**config.mk**
```make
export PLATFORM = sky130hd
export DESIGN_NAME = boot_loader_ctrl
export DESIGN_NICKNAME = d
export VERILOG_FILES = /design/src/rtl/boot_loader_ctrl.sv
export SDC_FILE = /design/constraint.sdc
export NUM_CORES = 1
export LEC_CHECK = 0
export BUFFER_PORTS_ARGS = -buffer_cell sky130_fd_sc_hd__buf_2
export CELL_PAD_IN_SITES_DETAIL_PLACEMENT = 1
export CELL_PAD_IN_SITES_GLOBAL_PLACEMENT = 2
export CORE_MARGIN = 5
export CORE_UTILIZATION = 40
export DETAILED_ROUTE_END_ITERATION = 8
export GPL_TIMING_DRIVEN = 0
export PLACE_DENSITY = 0.95
export SLEW_MARGIN = 10
export SYNTH_ARGS = -nofsm -noshare
export SYNTH_HDL_FRONTEND = slang
export SYNTH_SLANG_ARGS = --single-unit
```
**constraint.sdc**
```tcl
create_clock -name clk -period 7.87 [get_ports clk]
set_clock_uncertainty 0.15 [all_clocks]
set_input_delay 1.574 -clock clk [delete_from_list [all_inputs] [get_ports clk]]
set_output_delay 1.574 -clock clk [all_outputs]
set_load 0.05 [all_outputs]
```
**src/rtl/boot_loader_ctrl.sv**
```systemverilog
// Boot sequencer: holds the RV32I core in reset, streams a counted image into
// instruction memory word by word, verifies an XOR checksum, then releases the core.
module boot_loader_ctrl #(
    parameter int DEPTH = 512,
    parameter int AW    = $clog2(DEPTH)
) (
    input  logic          clk,
    input  logic          reset,
    input  logic          boot_req,
    input  logic [7:0]    rx_data,
    input  logic          rx_valid,
    output logic          rx_ready,
    output logic          imem_we,
    output logic [AW-1:0] imem_addr,
    output logic [31:0]   imem_wdata,
    output logic          cpu_reset,
    output logic          busy,
    output logic          done,
    output logic          error,
    output logic [15:0]   words_loaded
);

    typedef enum logic [2:0] {
        S_IDLE = 3'd0,
        S_HDR0 = 3'd1,
        S_HDR1 = 3'd2,
        S_DATA = 3'd3,
        S_CHK  = 3'd4,
        S_RUN  = 3'd5,
        S_ERR  = 3'd6
    } state_t;

    localparam logic [15:0] DEPTH_W = 16'(DEPTH);

    state_t      state_r;
    state_t      state_nxt_s;
    logic [7:0]  count_lo_r;
    logic [15:0] count_r;
    logic [1:0]  byte_idx_r;
    logic [15:0] word_cnt_r;
    logic [23:0] asm_r;
    logic [7:0]  chk_acc_r;
    logic        xfer_s;
    logic        start_s;
    logic        last_word_s;
    logic [15:0] hdr_count_s;
    logic [31:0] word_s;

    function automatic logic [7:0] xsum_next(input logic [7:0] acc, input logic [7:0] b);
        return acc ^ b;
    endfunction

    // Handshake, header and word-assembly helpers derived from current state.
    always_comb begin
        xfer_s      = rx_valid & rx_ready;
        start_s     = boot_req & ((state_r == S_IDLE) | (state_r == S_RUN) | (state_r == S_ERR));
        hdr_count_s = {rx_data, count_lo_r};
        last_word_s = (word_cnt_r == (count_r - 16'd1));
        word_s      = {rx_data, asm_r};
    end

    // Next-state logic.
    always_comb begin
        state_nxt_s = state_r;
        case (state_r)
            S_IDLE, S_RUN, S_ERR: begin
                if (boot_req) state_nxt_s = S_HDR0;
                else          state_nxt_s = state_r;
            end
            S_HDR0: begin
                if (xfer_s) state_nxt_s = S_HDR1;
                else        state_nxt_s = S_HDR0;
            end
            S_HDR1: begin
                if (xfer_s) begin
                    if ((hdr_count_s == 16'd0) || (hdr_count_s > DEPTH_W)) state_nxt_s = S_ERR;
                    else                                                   state_nxt_s = S_DATA;
                end else begin
                    state_nxt_s = S_HDR1;
                end
            end
            S_DATA: begin
                if (xfer_s && (byte_idx_r == 2'd3) && last_word_s) state_nxt_s = S_CHK;
                else                                               state_nxt_s = S_DATA;
            end
            S_CHK: begin
                if (xfer_s) begin
                    if (rx_data == chk_acc_r) state_nxt_s = S_RUN;
                    else                      state_nxt_s = S_ERR;
                end else begin
                    state_nxt_s = S_CHK;
                end
            end
            default: state_nxt_s = S_IDLE;
        endcase
    end

    // State register and status flags, registered from the next state so they align with it.
    always_ff @(posedge clk or negedge reset) begin
        if (!reset) begin
            state_r   <= S_IDLE;
            rx_ready  <= 1'b0;
            busy      <= 1'b0;
            done      <= 1'b0;
            error     <= 1'b0;
            cpu_reset <= 1'b1;
        end else begin
            state_r   <= state_nxt_s;
            rx_ready  <= (state_nxt_s == S_HDR0) | (state_nxt_s == S_HDR1) |
                         (state_nxt_s == S_DATA) | (state_nxt_s == S_CHK);
            busy      <= (state_nxt_s == S_HDR0) | (state_nxt_s == S_HDR1) |
                         (state_nxt_s == S_DATA) | (state_nxt_s == S_CHK);
            done      <= (state_nxt_s == S_RUN);
            error     <= (state_nxt_s == S_ERR);
            cpu_reset <= (state_nxt_s != S_RUN);
        end
    end

    // Byte capture, word assembly, checksum accumulation and the memory write port.
    always_ff @(posedge clk or negedge reset) begin
        if (!reset) begin
            count_lo_r   <= 8'd0;
            count_r      <= 16'd0;
            byte_idx_r   <= 2'd0;
            word_cnt_r   <= 16'd0;
            asm_r        <= 24'd0;
            chk_acc_r    <= 8'd0;
            imem_we      <= 1'b0;
            imem_addr    <= '0;
            imem_wdata   <= 32'd0;
            words_loaded <= 16'd0;
        end else begin
            imem_we <= 1'b0;
            if (start_s) begin
                byte_idx_r   <= 2'd0;
                word_cnt_r   <= 16'd0;
                words_loaded <= 16'd0;
                chk_acc_r    <= 8'd0;
            end else if (xfer_s) begin
                case (state_r)
                    S_HDR0: count_lo_r <= rx_data;
                    S_HDR1: count_r    <= hdr_count_s;
                    S_DATA: begin
                        chk_acc_r  <= xsum_next(chk_acc_r, rx_data);
                        byte_idx_r <= byte_idx_r + 2'd1;
                        if (byte_idx_r == 2'd3) begin
                            imem_we      <= 1'b1;
                            imem_addr    <= word_cnt_r[AW-1:0];
                            imem_wdata   <= word_s;
                            words_loaded <= words_loaded + 16'd1;
                            word_cnt_r   <= word_cnt_r + 16'd1;
                        end else begin
                            asm_r <= {rx_data, asm_r[23:8]};
                        end
                    end
                    default: begin
                        count_lo_r <= count_lo_r;
                    end
                endcase
            end
        end
    end

endmodule

```
## Yosys cells after proc, flatten, opt, wreduce, memory -nomap -nowiden

Cells that the tools add are included.

- Register bits after elaboration: 139
- Input bits: 12

- $add $sub $neg: 4
- Magnitude comparators: 1
- Equal/unequal tests: 16
- Multiplexer cells: 26
- Bitwise logic cells: 10
- Reduce and logical (&&, ||, !) cells: 15

Operator list:

| kind | count |
|---|---|
| $mux 16 | 8 |
| $add 16x1->16 const B | 2 |
| $mux 8 | 3 |
| $eq 3x3->1 const B | 6 |
| $eq 16x16->1 | 1 |
| $gt 16x10->1 const B | 1 |
| $logic_not 16->1 | 1 |
| $sub 16x1->16 const B | 1 |
| $mux 3 | 5 |
| $pmux 3 s5 | 1 |
| $eq 3x2->1 const B | 4 |
| $mux 2 | 5 |
| $reduce_and 3->1 | 3 |
| $eq 8x8->1 | 1 |
| $reduce_and 4->1 | 2 |
| $xor 8x8->8 | 1 |
| $eq 3x1->1 const B | 2 |
| $reduce_bool 2->1 | 3 |
| $or 1x1->1 | 5 |
| $mux 1 | 4 |
| $logic_not 3->1 | 1 |
| $ne 3x3->1 const B | 1 |
| $reduce_or 3->1 | 1 |
| $add 2x1->2 const B | 1 |
| 6 further kinds | 9 |

## Logic depth before layout (Yosys ltp)

Gate-level depths: netlist of run 1.

- Word-level depth: 9
- Mapped depth: 10
- Depth with buffers taken out: 8

## Worst setup path after synthesis of run 1

Ideal clock, no wire load.

- Kind: input to register
- Start point: input port rx_data[5]
- End point: register busy
- Library setup time: 0.083 ns
- Arrival time: 3.036 ns
- Setup slack: 4.602 ns
- Cell stages on the path: 5
- Buffers on the path: 0
- Path through: or4_1 -> a2111oi_1 -> a211oi_1 -> and3_1 -> o21ai_0

- Cells in the longest elaborated chain, start to end: 9

Ends and longest elaborated chain:

| element | RTL line | source |
|---|---|---|
| start, declared | 10 | `input logic [7:0] rx_data,` |
| $gt 16x10->1 / $logic_not 16->1 (equally long branches) | 76 | `if ((hdr_count_s == 16'd0) \|\| (hdr_count_s > DEPTH_W)) state_nxt_s = S_ERR;` |
| $logic_or 1x1->1 | 76 |  |
| $mux 3 | 76 |  |
| $mux 3 | 75 | `if (xfer_s) begin` |
| $pmux 3 s5 * | 65 | `case (state_r)` |
| $eq 3x1->1 / $eq 3x2->1 (equally long branches) | 111 | `busy <= (state_nxt_s == S_HDR0) \| (state_nxt_s == S_HDR1) \|` |
| $or 1x1->1 (2 in series) | 111 |  |
| $or 1x1->1 * | 112 | `(state_nxt_s == S_DATA) \| (state_nxt_s == S_CHK);` |
| end signal, assigned | 111 |  |
| end, declared | 17 | `output logic busy,` |

Mark *: on every way between the ends. The rest lies on a longest branch, timed or not.
A chain may end at the register's enable or synchronous reset.

## Worst setup path after layout of run 1

- Start point: input port rx_valid
- End point: register asm_r[7]

- Cells in the longest elaborated chain, start to end: 2

Ends and longest elaborated chain:

| element | RTL line | source |
|---|---|---|
| start, declared | 11 | `input logic rx_valid,` |
| $and 1x1->1 | 55 | `xfer_s = rx_valid & rx_ready;` |
| $reduce_and 4->1 (no line) | -- |  |
| end signal, assigned | 153 | `asm_r <= {rx_data, asm_r[23:8]};` |
| end, declared | 41 | `logic [23:0] asm_r;` |

Every way passes these cells.

==> summary.txt, run 1 <==
Final layout
  – Nets: 749
  – Area growth, synth to finish: 19.33%
  – Layout cells sized above 1: 22.12%
  – Ant. Diodes: 0

Routing
  – Drt pass-1 iters: 4
  – DR vias: 5056
  – Initial DRC Count: 227
  – Antenna Violating Nets Remaining: 0
  – Post-route DRC violation count: 0
  – Routed wire length: 17700 um
  – Drt via density: 5.256
  – Wire length per cell: 18.40 um

Setup path
  – Slowest stage delay, CP: 860 ps
  – Type of the worst setup path: input port to flip-flop
  – CP Data Required Time: 8040 ps
  – CP Launch Type: input port
  – Critical Path AT: 3630 ps
  – FF-to-FF setup slack: 4730 ps
  – Crit path buf inv count: 2
  – CP max-delay cell: nor3_1
  – Critical-path cell list: buf_2 > nand2_1 > nor3_1 > clkbuf_1 > mux2_2
  – Worst-path maximum fanout: 10
  – CP endpoint kind: flip-flop
  – CP top delay family: simple AND/OR/NAND/NOR gates

Synth
  – Synth cell count leaders: nand2_1, dfrtp_1, nor2_1, mux2_2, xor2_1
  – Synthesized area per cell: 10.10 um^2
  – Share of the synthesized area in the top cell type: 53.41%
  – EDFF count, synth: 0
  – Main synth FF type: dfrtp_1
  – Synth top area cells: dfrtp_1, nand2_1, mux2_2
  – Most frequent cell after synthesis: nand2_1
  – Synth Register Bits: 139
  – FFs w/ async S/R, synth: 100.0%
  – Ys Warns: 0
  – Cells after Synth: 640
  – Distinct cells, synth: 55
  – Seq/Total Area, Yosys: 53.81%
  – Mapped cell area: 0.006466 mm^2
  – Largest area contributor in the netlist: dfrtp_1
  – Syn Nets: 656

Clocking
  – Clk root buf: clkbuf_16
  – Clock Pin Slew Worst Setup and Hold Paths: 60 ps
  – Clock tree sinks: 139
  – Clock Tree Buf Depth: 2
  – Cts hold-fix bufs: 0
  – TritonCTS clock tree: done
  – Clock Latency Late Sink: 430 ps
  – CTS buffer count: 17
  – H-tree Lvls: 4
  – CTS resizes: 0
  – Setup bufs post-CTS: 0

Job
  – Max Cap Viol: 0

Global route
  – Antenna violations before repair: 0
  – Vias in the first global route: 5698
  – Tot GR Track Use: 20.31%
  – First-pass GRT wire length: 29530 um
  – GRT Residual Overflow: 0
  – Largest net degree at the start of global routing: 80

Die
  – CORE AREA: 0.01589 mm^2
  – FP Rows: 46
  – Die X: 137.1 um
  – Initial core utilization: 40.71%
  – Chip Height: 137.1 um
  – Die area: 0.01881 mm^2
  – # IOs: 75

Timing
  – Setup_tns: 0 ps
  – Pins over their slew limit: 0
  – Slew HR: 29.97%
  – Final Setup Violations: 0
  – Final worst-path setup slack: 4401 ps
  – WHS: 323.7 ps
  – RSZ-0062 raised after global routing: no
  – Fin crit share: 44.08%
  – Worst-Margin Slew: 1042 ps
  – Post-route minimum period: 3469 ps
  – Fmax: 0.2883 GHz
  – Final hold vios: 0

Power and ir drop
  – Worst vdd ir: 0.2582 mV
  – Power Dens Cells: 400.3 mW/mm^2
  – Leak pwr: 3.676 nW

Place
  – GP Congestion: 0.8278
  – DP HPWL: 12330 um
  – Port Buffers: 73
  – Dpl ws: 3654 ps

Run status
  – Status: finished clean

Hold path
  – Hold Path Class: flip-flop to flip-flop
[report_power, final]
part	switching [mW]	internal [mW]
clock	0.316	0.468
sequential	0.207	0.959
combinational	0.749	0.389
total	1.27	1.82
[final cells by class]
class	instances	area, um^2
plain buffers	31	122.6
clock buffers	23	488.0
clock inverters	9	87.58
fillers	1815	8169
inverters	9	33.78
multi-input cells	461	2835
flip-flops and latches	139	3480
well taps	216	270.3
repair buffers	74	399.1
[cell families (layout without fill, tap and decap cells)]
family | Yosys count | after routing | share of synthesized area, %
AO/OA/AOI/OAI | 54 | 54 | 5.438
XOR/XNOR | 59 | 59 | 7.992
adder cells (fa/ha/maj) | 4 | 4 | 0.7740
buffers and inverters | 40 | 146 | 2.419
flip-flops | 139 | 139 | 53.81
multiplexers | 49 | 49 | 8.495
AND/OR/NAND/NOR | 295 | 295 | 21.07
[path summary, 6_finish.rpt]
kind                               startpoint          endpoint  cells after the start
worst min register to register  imem_wdata[7]     imem_wdata[7]                      2
worst max-delay path                 rx_valid          asm_r[7]                      5
worst max register to register     count_r[0]        state_r[2]                     10
worst min-delay path            imem_wdata[7]     imem_wdata[7]                      2
min in group asynchronous               reset  words_loaded[10]                      1
max in group asynchronous               reset     word_cnt_r[9]                      2
[placed cells by master, fill, tap and decap left out, types with 3 or more instances in the layout]
cell type	n
clkbuf_8	4
clkinv_2	3
xor2_1	31
or3_1	6
inv_1	9
nor2_1	50
a21oi_1	10
nand3b_1	4
nand3_1	11
clkbuf_16	17
and3_1	5
buf_2	74
clkinvlp_4	3
nor3_1	14
dfrtp_1	138
nor2b_1	4
or4_1	5
o211ai_1	4
or2_2	3
nand2_1	155
xnor2_1	28
ha_1	4
o21ai_0	20
and4_1	3
nor4_1	6
nand4_1	11
mux2_2	47
clkbuf_1	26
buf_1	4
[stage by stage]
stage	std cells	power, mW	utilization (%)	instance area, um^2
global placement	929	2.234	44.71	7102
global route	962	3.265	48.57	7716
CTS	962	3.112	48.54	7711
detailed placement	930	2.307	44.92	7136
floorplan	640	1.977	-	6466
finish	962	3.089	48.57	7716
[per-layer routing]
layer	share of wire, %	track usage, %
met1	42	24.37
met2	52	35.07
met3	3.1	4.926
met4	2.8	7.982
met5	0	0
[state kept, by name (all words and copies together) (netlist names), 2 cells and up]
signal and cells:
count_r 16, words_loaded 16, byte_idx_r 2, imem_addr 9
word_cnt_r 16, asm_r 24, chk_acc_r 8, imem_wdata 32
count_lo_r 8, state_r 3
[tightest hold or removal path, delay by kind of cell, from the launching register on]
family	cells	cell delay (ps)
simple gates	2	100
flops	1	340
No activity file was read; power rests on OpenSTA's default activity.
==> run 2, diff against run 1 <==
--- a/config.mk
+++ b/config.mk
@@ -9,10 +9,10 @@
 export CELL_PAD_IN_SITES_DETAIL_PLACEMENT = 1
 export CELL_PAD_IN_SITES_GLOBAL_PLACEMENT = 2
 export CORE_MARGIN = 5
-export CORE_UTILIZATION = 40
+export CORE_UTILIZATION = 37
 export DETAILED_ROUTE_END_ITERATION = 8
 export GPL_TIMING_DRIVEN = 0
-export PLACE_DENSITY = 0.95
+export PLACE_DENSITY = 0.91
 export SLEW_MARGIN = 10
 export SYNTH_ARGS = -nofsm -noshare
 export SYNTH_HDL_FRONTEND = slang
==> constraint.sdc (replaced) <==
create_clock -name clk -period 3.6 [get_ports clk]
set_clock_uncertainty 0.15 [all_clocks]
set_input_delay 0.72 -clock clk [delete_from_list [all_inputs] [get_ports clk]]
set_output_delay 0.72 -clock clk [all_outputs]
set_load 0.05 [all_outputs]
==> summary.txt, run 2 (synthesized netlist as in run 1, its figures left out) <==
Run status
  – Status: finished clean

Routing
  – Drt via density: 5.230
  – Wire length per cell: 18.28 um
  – Drt pass-1 iters: 4
  – Post-route DRC violation count: 0
  – DR vias: 5078
  – Routed wire length: 17750 um
  – Initial DRC Count: 276
  – Antenna Violating Nets Remaining: 0

Place
  – GP Congestion: 0.8064
  – Dpl cell area: 0.007147 mm^2
  – Placed cells: 939
  – Port Buffers: 73
  – DP HPWL: 12370 um

Final layout
  – Biggest register: imem_wdata
  – Fill count: 1939
  – Area taken by multi-input logic gates: 0.002830 mm^2
  – Area growth, synth to finish: 19.79%
  – Commonest cells after routing, fill and taps aside: nand2_1, dfrtp_1, buf_2
  – Nets: 749
  – Layout Cells excl Fill: 971
  – Ant. Diodes: 0
  – Max reg flops: 32
  – Layout cells sized above 1: 22.12%
  – Register area: 0.003480 mm^2
  – Design area: 0.007746 mm^2
  – Commonest non-fill, non-tap cell in the layout: nand2_1
  – Top Registers: imem_wdata: 32 flops, asm_r: 24 flops

Setup path
  – CP Data Required Time: 3790 ps
  – Crit path from: count_lo_r[5]
  – Worst r2r dst: busy
  – CP Launch Type: flip-flop
  – R2R depth: 6
  – CP endpoint kind: flip-flop
  – CP endpoint: busy
  – FF-to-FF setup slack: 550 ps
  – Reg-to-Reg Start: count_lo_r[5]
  – Critical Path AT: 3240 ps
  – Worst-path maximum fanout: 4
  – Type of the worst setup path: flip-flop to flip-flop

Clocking
  – TritonCTS clock tree: done
  – Setup bufs post-CTS: 0
  – Clock Latency Late Sink: 430 ps
  – Clock tree sinks: 139
  – Clock Tree Buf Depth: 2
  – CTS buffer count: 17
  – CTS resizes: 0
  – H-tree Lvls: 4
  – Clock Pin Slew Worst Setup and Hold Paths: 60 ps
  – Cts hold-fix bufs: 0
  – Clk root buf: clkbuf_16

Timing
  – Fmax: 0.3279 GHz
  – Pins over their slew limit: 0
  – Final hold vios: 0
  – Final Setup Violations: 0
  – Worst-Margin Slew: 1268 ps
  – Slew HR: 15.23%
  – WHS: 129.5 ps
  – Fin crit share: 84.71%
  – RSZ-0062 raised after global routing: no
  – Setup_tns: 0 ps
  – Post-route minimum period: 3050 ps

Global route
  – Tot GR Track Use: 18.49%
  – Largest net degree at the start of global routing: 81
  – First-pass GRT wire length: 29400 um
  – Vias in the first global route: 5574
  – GRT Residual Overflow: 0
  – Antenna violations before repair: 0

Power and ir drop
  – P_int: 4.038 mW
  – Sequential power share: 37.5%
  – Tot Pwr: 6.789 mW
  – Power Dens Cells: 876.4 mW/mm^2
  – Logic pwr share: 36.5%
  – Switching Share: 40.52%
  – Clock power share: 26.0%
  – Leak pwr: 3.687 nW
  – Worst vdd ir: 0.5593 mV
  – P_sw: 2.751 mW

Die
  – # IOs: 75
  – Initial core utilization: 37.51%
  – FP Rows: 48
  – Die X: 142.2 um
  – Die area: 0.02022 mm^2
  – CORE AREA: 0.01724 mm^2
  – Chip Height: 142.2 um

Hold path
  – Hold Path Class: input port to async pin

Job
  – Max Cap Viol: 0
run 2: power by group through the flow:
stage                     clock network, mW  registers [mW]  logic, mW
after detailed placement                  0            2.56       2.48
after global routing                   1.87            2.62       2.69
final                                  1.77            2.54       2.48
after floorplan                           0            3.09       1.23
after CTS                              1.79            2.55       2.50
after global placement                    0            2.52       2.36
run 2: area by class of cell:
type	count	share of cell area, %
clock buffer	22	6.251
timing repair buffer	74	5.153
clock inverter	10	1.486
multi-input combinational	461	36.54
tap	225	3.634
inverter	9	0.4361
sequential	139	44.92
buffer	31	1.583
run 2: per-stage QoR:
| stage | utilization, % | setup WS, ps |
|---|---|---|
| after floorplan | - | 964.9 |
| after global placement | 41.27 | -181.7 |
| after detailed placement | 41.46 | 240.7 |
| after CTS | 44.94 | 541.4 |
| after global routing | 44.94 | 349.0 |
| final | 44.94 | 550.3 |
run 2: worst min path at each step:
stage          slack [ps]               end
2_1_floorplan         270          asm_r[0]
3_3_place_gp          310    imem_wdata[24]
3_5_place_dp          310    imem_wdata[21]
4_1_cts               140  words_loaded[15]
5_1_grt               170   words_loaded[2]
6_report              130   words_loaded[2]
run 2: critical path, stage by stage, from the launching register on:
cell	delay, ps
dfrtp_1	400
nor4_1	450
nand4_1	150
a2111oi_1	1140
a211oi_1	270
and3_1	240
o21ai_0	160
run 2: layer usage:
metal  vias up  GRT usage (%)  part of all wire [%]
met5         -              0                     0
met4         0          7.121                   2.7
met3        33          3.629                   3.1
met2        90          32.15                    52
met1      2603          22.70                    42
li1       2352              -                     -
